[src/rtl/adder_measure_sequencer.sv]
// Sequences one adder-loop delay measurement: apply operands, let them settle, enable the loop
// for a fixed window and count synchronised rising edges of the loop output.
module adder_measure_sequencer #(
   parameter int SETTLE_CYCLES = 4,
   parameter int SYNC_STAGES   = 2
) (
   input  logic        wb_clk_i,
   input  logic        wb_rst_i,
   input  logic        active,
   input  logic        start,
   input  logic [31:0] a_value,
   input  logic [31:0] b_value,
   input  logic [4:0]  bit_sel,
   input  logic        ext_mode,
   input  logic [15:0] window,
   input  logic        chain_out,
   output logic [31:0] a_input,
   output logic [31:0] b_input,
   output logic [31:0] a_input_ring_bit_b,
   output logic [31:0] a_input_ext_bit_b,
   output logic        run_en,
   output logic        busy,
   output logic        done,
   output logic [31:0] count
);

   typedef enum logic [2:0] {
      IDLE  = 3'd0,
      SETUP = 3'd1,
      RUN   = 3'd2,
      DRAIN = 3'd3,
      DONE  = 3'd4
   } state_t;

   localparam logic [15:0] SETTLE_LAST = 16'(SETTLE_CYCLES - 1);
   localparam logic [15:0] SYNC_LAST   = 16'(SYNC_STAGES - 1);

   state_t                 r_state;
   logic [15:0]            r_cnt;
   logic [15:0]            r_window;
   logic [SYNC_STAGES-1:0] r_sync;
   logic                   r_prev;
   logic                   w_sync;
   logic                   w_rise;
   logic [31:0]            w_mask;

   function automatic logic [31:0] sat_inc(input logic [31:0] v);
      return (v == 32'hFFFF_FFFF) ? v : v + 32'd1;
   endfunction

   assign w_sync = r_sync[SYNC_STAGES-1];
   assign w_rise = w_sync & ~r_prev;
   assign w_mask = 32'd1 << bit_sel;

   // History follows the synchroniser every cycle, so a level already high when RUN starts is never an edge.
   always_ff @(posedge wb_clk_i or posedge wb_rst_i) begin
      if (wb_rst_i) begin
         r_sync <= '0;
         r_prev <= 1'b0;
      end else begin
         r_sync <= {r_sync[SYNC_STAGES-2:0], chain_out};
         r_prev <= w_sync;
      end
   end

   always_ff @(posedge wb_clk_i or posedge wb_rst_i) begin
      if (wb_rst_i) begin
         r_state            <= IDLE;
         r_cnt              <= 16'd0;
         r_window           <= 16'd0;
         a_input            <= 32'd0;
         b_input            <= 32'd0;
         a_input_ring_bit_b <= 32'd0;
         a_input_ext_bit_b  <= 32'd0;
         run_en             <= 1'b0;
         busy               <= 1'b0;
         done               <= 1'b0;
         count              <= 32'd0;
      end else if (!active) begin
         r_state            <= IDLE;
         r_cnt              <= 16'd0;
         a_input            <= 32'd0;
         b_input            <= 32'd0;
         a_input_ring_bit_b <= 32'd0;
         a_input_ext_bit_b  <= 32'd0;
         run_en             <= 1'b0;
         busy               <= 1'b0;
         done               <= 1'b0;
      end else begin
         case (r_state)
            IDLE: begin
               done <= 1'b0;
               if (start) begin
                  r_state            <= SETUP;
                  r_cnt              <= 16'd0;
                  r_window           <= window;
                  a_input            <= a_value;
                  b_input            <= b_value;
                  a_input_ring_bit_b <= ext_mode ? 32'd0 : w_mask;
                  a_input_ext_bit_b  <= ext_mode ? w_mask : 32'd0;
                  busy               <= 1'b1;
                  count              <= 32'd0;
               end
            end
            SETUP: begin
               if (r_cnt == SETTLE_LAST) begin
                  r_cnt <= 16'd0;
                  if (r_window == 16'd0) begin
                     r_state <= DRAIN;
                  end else begin
                     r_state <= RUN;
                     run_en  <= 1'b1;
                  end
               end else begin
                  r_cnt <= r_cnt + 16'd1;
               end
            end
            RUN: begin
               if (w_rise) count <= sat_inc(count);
               if (r_cnt == r_window - 16'd1) begin
                  r_cnt   <= 16'd0;
                  r_state <= DRAIN;
                  run_en  <= 1'b0;
               end else begin
                  r_cnt <= r_cnt + 16'd1;
               end
            end
            DRAIN: begin
               // A zero-length window never enabled the loop, so nothing in flight belongs to it.
               if (w_rise && (r_window != 16'd0)) count <= sat_inc(count);
               if (r_cnt == SYNC_LAST) begin
                  r_cnt              <= 16'd0;
                  r_state            <= DONE;
                  done               <= 1'b1;
                  a_input            <= 32'd0;
                  b_input            <= 32'd0;
                  a_input_ring_bit_b <= 32'd0;
                  a_input_ext_bit_b  <= 32'd0;
               end else begin
                  r_cnt <= r_cnt + 16'd1;
               end
            end
            DONE: begin
               r_state <= IDLE;
               done    <= 1'b0;
               busy    <= 1'b0;
            end
            default: begin
               r_state <= IDLE;
               run_en  <= 1'b0;
               busy    <= 1'b0;
               done    <= 1'b0;
            end
         endcase
      end
   end

endmodule

[config.mk]
export PLATFORM = sky130hd
export DESIGN_NAME = adder_measure_sequencer
export DESIGN_NICKNAME = d
export VERILOG_FILES = /design/src/rtl/adder_measure_sequencer.sv
export SDC_FILE = /design/constraint.sdc
export NUM_CORES = 1
export LEC_CHECK = 0
export BUFFER_PORTS_ARGS = -buffer_cell sky130_fd_sc_hd__buf_2
export CAP_MARGIN = 20
export CORE_UTILIZATION = 47
export DETAILED_ROUTE_END_ITERATION = 12
export PLACE_DENSITY = 0.83
export SYNTH_ARGS = -nofsm -noshare
export SYNTH_HDL_FRONTEND = slang
export SYNTH_SLANG_ARGS = --single-unit
[constraint.sdc]
create_clock -name wb_clk_i -period 10.4 [get_ports wb_clk_i]
set_input_delay 3.12 -clock wb_clk_i [delete_from_list [all_inputs] [get_ports wb_clk_i]]
set_output_delay 3.12 -clock wb_clk_i [all_outputs]
set_load 0.05 [all_outputs]
After elaboration in Yosys (flattened, before gate mapping) --
Index checks and enable logic that the tools add are counted.
Storage, ports and cells: register bits after elaboration 201, bits of input ports 91, output and inout bits 163
Cells by class: bitwise operators 2, shift-type cells 1, add/subtract/negate cells 3, multiplexer cells 44, reductions and logical operators 16, equal/unequal tests 21
Operator list (number):
- $mux W32 | 15
- $pmux W32 S2 | 4
- $pmux W32 S3 | 1
- $mux W16 | 5
- $pmux W16 S4 | 1
- $add A32 B1 Y32 const B | 1
- $eq A32 B32 Y1 const B | 1
- $shl A1 B5 Y32 const A | 1
- $add A16 B1 Y16 const B | 1
- $eq A16 B1 Y1 const B | 1
- $eq A16 B16 Y1 | 1
- $eq A16 B2 Y1 const B | 1
- $logic_not A16 Y1 | 1
- $reduce_bool A16 Y1 | 1
- $sub A16 B1 Y16 const B | 1
- $mux W3 | 5
- $ne A3 B3 Y1 const B | 5
- $ne A2 B2 Y1 const B | 6
- $pmux W3 S4 | 1
- $mux W1 | 9
- $reduce_and A4 Y1 | 2
- $eq A3 B2 Y1 const B | 2
- $reduce_and A2 Y1 | 3
- $reduce_and A3 Y1 | 2
- other kinds (14) | 16

Depth between registers and ports, before layout --
depth in word-level cells 5, mapped depth 12, depth with buffers taken out 10

Worst setup path after synthesis --
OpenSTA, ideal clock, no wires.
path type input to register, start point input port start, end point register a_input_ext_bit_b[12], buffers on the path 3, arrival 4.531 ns, stages 8, setup slack 5.773 ns, data required time 10.304 ns, cells stage by stage and2_1 a21oi_1 o31a_1 clkbuf_1 clkbuf_1 buf_1 nand2_1 o31ai_1
On the way: longest elaborated chain between the ends 2
Ends and longest elaborated chain:
- start, declared | line 10 | input logic start,
- $ne A3 B3 Y1 (no source line)
- $reduce_and A3 Y1 (no source line)
- end signal, assigned | line 100 | a_input_ext_bit_b <= ext_mode ? w_mask : 32'd0;
- end, declared | line 20 | output logic [31:0] a_input_ext_bit_b,
No other way between the ends. A chain may end at the register's enable or synchronous reset.

Worst setup path in the final report --
start point input port start, end point register a_input_ring_bit_b[11]
On the way: longest elaborated chain between the ends 2
Ends and longest elaborated chain:
- $ne A3 B3 Y1 (no source line)
- $reduce_and A3 Y1 (no source line)
- end signal, assigned | line 99 | a_input_ring_bit_b <= ext_mode ? 32'd0 : w_mask;
- end, declared | line 19 | output logic [31:0] a_input_ring_bit_b,
No other way between the ends.

==> impl_metrics.csv <==
group,metric,value,unit
global_route,antenna_found_initial,0,
sta,slew_viol_final,0,
power,internal-power,0.00142,W
critical_path,crit_required,10.75,ns
routing,wire_per_inst,15.8,um
logic_synthesis,ys_ff_latch,201,
cts,cts_tree,"yes",
critical_path,cpLargestDelayFamily,"buffers and inverters",
cells_and_area,multiInputGateArea,3850,um2
global_route,grt_pass1_vias,7729,
place,io_buffers,253,
cts,cts_sinks,201,
critical_path,r2r_cells,8,
power,p_switching,0.000571,W
run_status,status,"finished, final reports clean",
critical_path,rrSetupSlack,6.90,ns
power,leakagePower,5.50,nW
cts,cts.hold.buffers_added,0,
cts,cts_resized,0,
critical_path,r2r-end,"r_cnt[4]",
sta,finalCriticalPeriod,4.89,ns
cells_and_area,fin_nets,1281,
power,seqPwrFrac,43.4,%
sta,worst_slew_pin_slew,0.918,ns
power,swShare,28.7,%
critical_path,start_kind,"input port",
logic_synthesis,syn_nets,1059,
sta,tns,0,ns
critical_path,crit_slowest_cell,"buf_4",
worst_hold_path,min_to,"r_sync[1]",
place,globalplace.congestion,0.855,
cts,cts_buffer_depth,3,
floorplan,core_area,19000,um2
logic_synthesis,syn_area_per_cell,9.54,um2
cells_and_area,fin_util,60.2,%
worst_hold_path,hold_depth,0,
sta,finalWorstSetupSlack,5.51,ns
place,dp_slack,4.46,ns
sta,finalHoldViolCount,0,
global_route,grt_overflow_total,0,
sta,finalCritPeriodShare,47.0,%
logic_synthesis,synthesis.area,9200,um2
routing,via_count,7921,
power,ir_drop,0.0945,mV
cts,cts_setup_buffers,0,
place,dp_hpwl,15500,um
cells_and_area,layout-drive-gt1-share,27.7,%
logic_synthesis,ys_warn_count,0,
place,placed_cell_area,10600,um2
critical_path,cp.buffers_inverters,5,
sta,slew_headroom,38.7,%
global_route,grt_max_degree,130,
global_route,grt_pass1_wl,37500,um
critical_path,cp_common_cell,"buf_4",
sta,rsz0062_at_grt,"no",
worst_hold_path,min_from,"r_sync[0]",
routing,ant_nets,0,
floorplan,die_w,142,um
cells_and_area,antenna_cells,0,
cts,clock-root-buffer,"clkbuf_16",
job,drv_cap,0,
power,power_frac_comb,15.2,%
cts,worstSkewPairLatency,0.50,ns
critical_path,arrival,5.24,ns
floorplan,rows,50,
routing,drc,0,
logic_synthesis,synth-edff-count,0,
critical_path,crit_path_end_kind,"register",
critical_path,slowest_delay,0.44,ns
power,power_density,174,nW/um2
cells_and_area,nFillCells,1558,
sta,fmax,205,MHz
logic_synthesis,synth_flop_cell,"dfrtp_1",
logic_synthesis,yosysSeqAreaShare,54.7,%
critical_path,crit_fanout,122,
cells_and_area,ff_latch_area,5030,um2
logic_synthesis,async_reset_ff_share,100,%
routing,drt_wl_total,23000,um
critical_path,worstPathCellList,"buf_2 > and2_1 > a21oi_1 > o31a_2 > buf_4 > buf_12 > buf_4 > buf_16 > o31ai_1",
cells_and_area,finalInstanceArea,11400,um2
sta,finClkSkew,0.0105,ns
worst_hold_path,hold_path_class,"register to register",
floorplan,ios,254,
logic_synthesis,synth.distinct_cells,60,
critical_path,timing.rr.start,"r_window[5]",
cells_and_area,area_growth,24.1,%
cts,numCtsBuffers,22,
global_route,track_usage,23.0,%
routing,avgViaCountPerCell,5.43,
logic_synthesis,synthCells,964,
critical_path,crit_type,"input port to register",
routing,dr.pass1.iters,5,
floorplan,die_y,142,um
power,power_frac_clock,41.4,%
cts,htree_levels,1,
floorplan,start_util,48.5,%
sta,finalSetupViolations,0,
cts,clk_pin_slew_worst_paths,0.06,ns
routing,first_iter_violations,504,
floorplan,dieArea,20100,um2
-- worst max-delay path by stage --
stage	startpoint	end	slack, ns	depth (start not counted)
floorplan	wb_rst_i	a_input[0]	1.80	1
global placement	start	a_input[22]	4.55	7
detailed placement	start	b_input[14]	4.46	7
CTS	start	b_input[31]	4.99	7
global route	start	a_input_ext_bit_b[20]	5.30	10
finish	start	a_input_ring_bit_b[11]	5.51	9
-- logic make-up after synthesis --
family / count (synthesis) / synth area share, %
and+or+nand+nor: 407 / 20.4
AOI/OAI and AO/OA: 219 / 15.2
DFF: 201 / 54.7
buffers and inverters: 78 / 3.46
xor gates and xnor gates: 41 / 3.99
muxes: 14 / 1.71
adders and majority gates: 4 / 0.544
-- state kept, by name, summed over array words and instances, names as in the netlist, 2 cells and up --
| name | cells |
|---|---|
| r_state | 3 |
| b_input | 32 |
| a_input | 32 |
| a_input_ring_bit_b | 32 |
| a_input_ext_bit_b | 32 |
| r_cnt | 16 |
| r_window | 16 |
| r_sync | 2 |
| count | 32 |
-- layer usage --
layer / routed length, um / part of all wire [%] / vias to the layer above / track usage, %
li1: - / - / 3788 / -
met3: 1830 / 7.9 / 57 / 5.64
met5: 0 / 0 / - / 0
met2: 10800 / 47 / 289 / 37.3
met4: 600 / 2.6 / 0 / 7.98
met1: 9780 / 42 / 3787 / 30.1
-- through the flow --
stage	power [W]	hold slack [ns]	instances
6_report	0.00199	0.362	1460
5_1_grt	0.00206	0.367	1460
4_1_cts	0.00200	0.364	1458
3_5_place_dp	0.00118	0.340	1420
3_3_place_gp	0.00117	0.336	1420
2_1_floorplan	0.00110	0.331	964
-- layout by cell type, fill, tap and decap left out, types with 7 or more instances in the layout --
cell / count
a31oi_1: 15
xnor2_1: 31
buf_4: 7
mux2_2: 14
nor2_1: 47
buf_2: 253
xor2_1: 9
o31ai_1: 70
inv_1: 13
a21oi_1: 19
o21ai_0: 92
nand4_1: 7
nand2b_1: 10
nor4_1: 13
nor2b_1: 7
nand3_1: 23
nand2_1: 232
dfrtp_1: 201
nor3_1: 21
and3_1: 10
clkbuf_16: 22
-- power by group through the flow --
stage                     logic [W]  clock network, W  registers (W)
after floorplan            0.000141                 0       0.000954
after global placement     0.000293                 0       0.000875
after detailed placement   0.000300                 0       0.000875
after CTS                  0.000300          0.000839       0.000863
after global routing       0.000328          0.000866       0.000869
final                      0.000302          0.000824       0.000863
-- synth_stat cells (all sizes together), types with 15 or more instances --
library cell  instances  area share, %
nor2                 48            2.0
clkbuf               53            2.2
o31ai                70            5.7
o21ai                92            5.0
dfrtp               201             55
xnor2                32            3.1
nand3                23            1.3
a31oi                15            1.0
a21oi                20            1.2
nor3                 21            1.1
nand2               232            9.5
-- cell type report --
class | instances | share of cell area, %
clock buffer | 29 | 5.58
clock inverter | 9 | 1.22
inverter | 14 | 0.526
multi-input combinational | 685 | 33.8
sequential | 201 | 44.1
tap | 260 | 2.85
timing repair buffer | 262 | 12.0
Power figures use the tool's default switching activity.
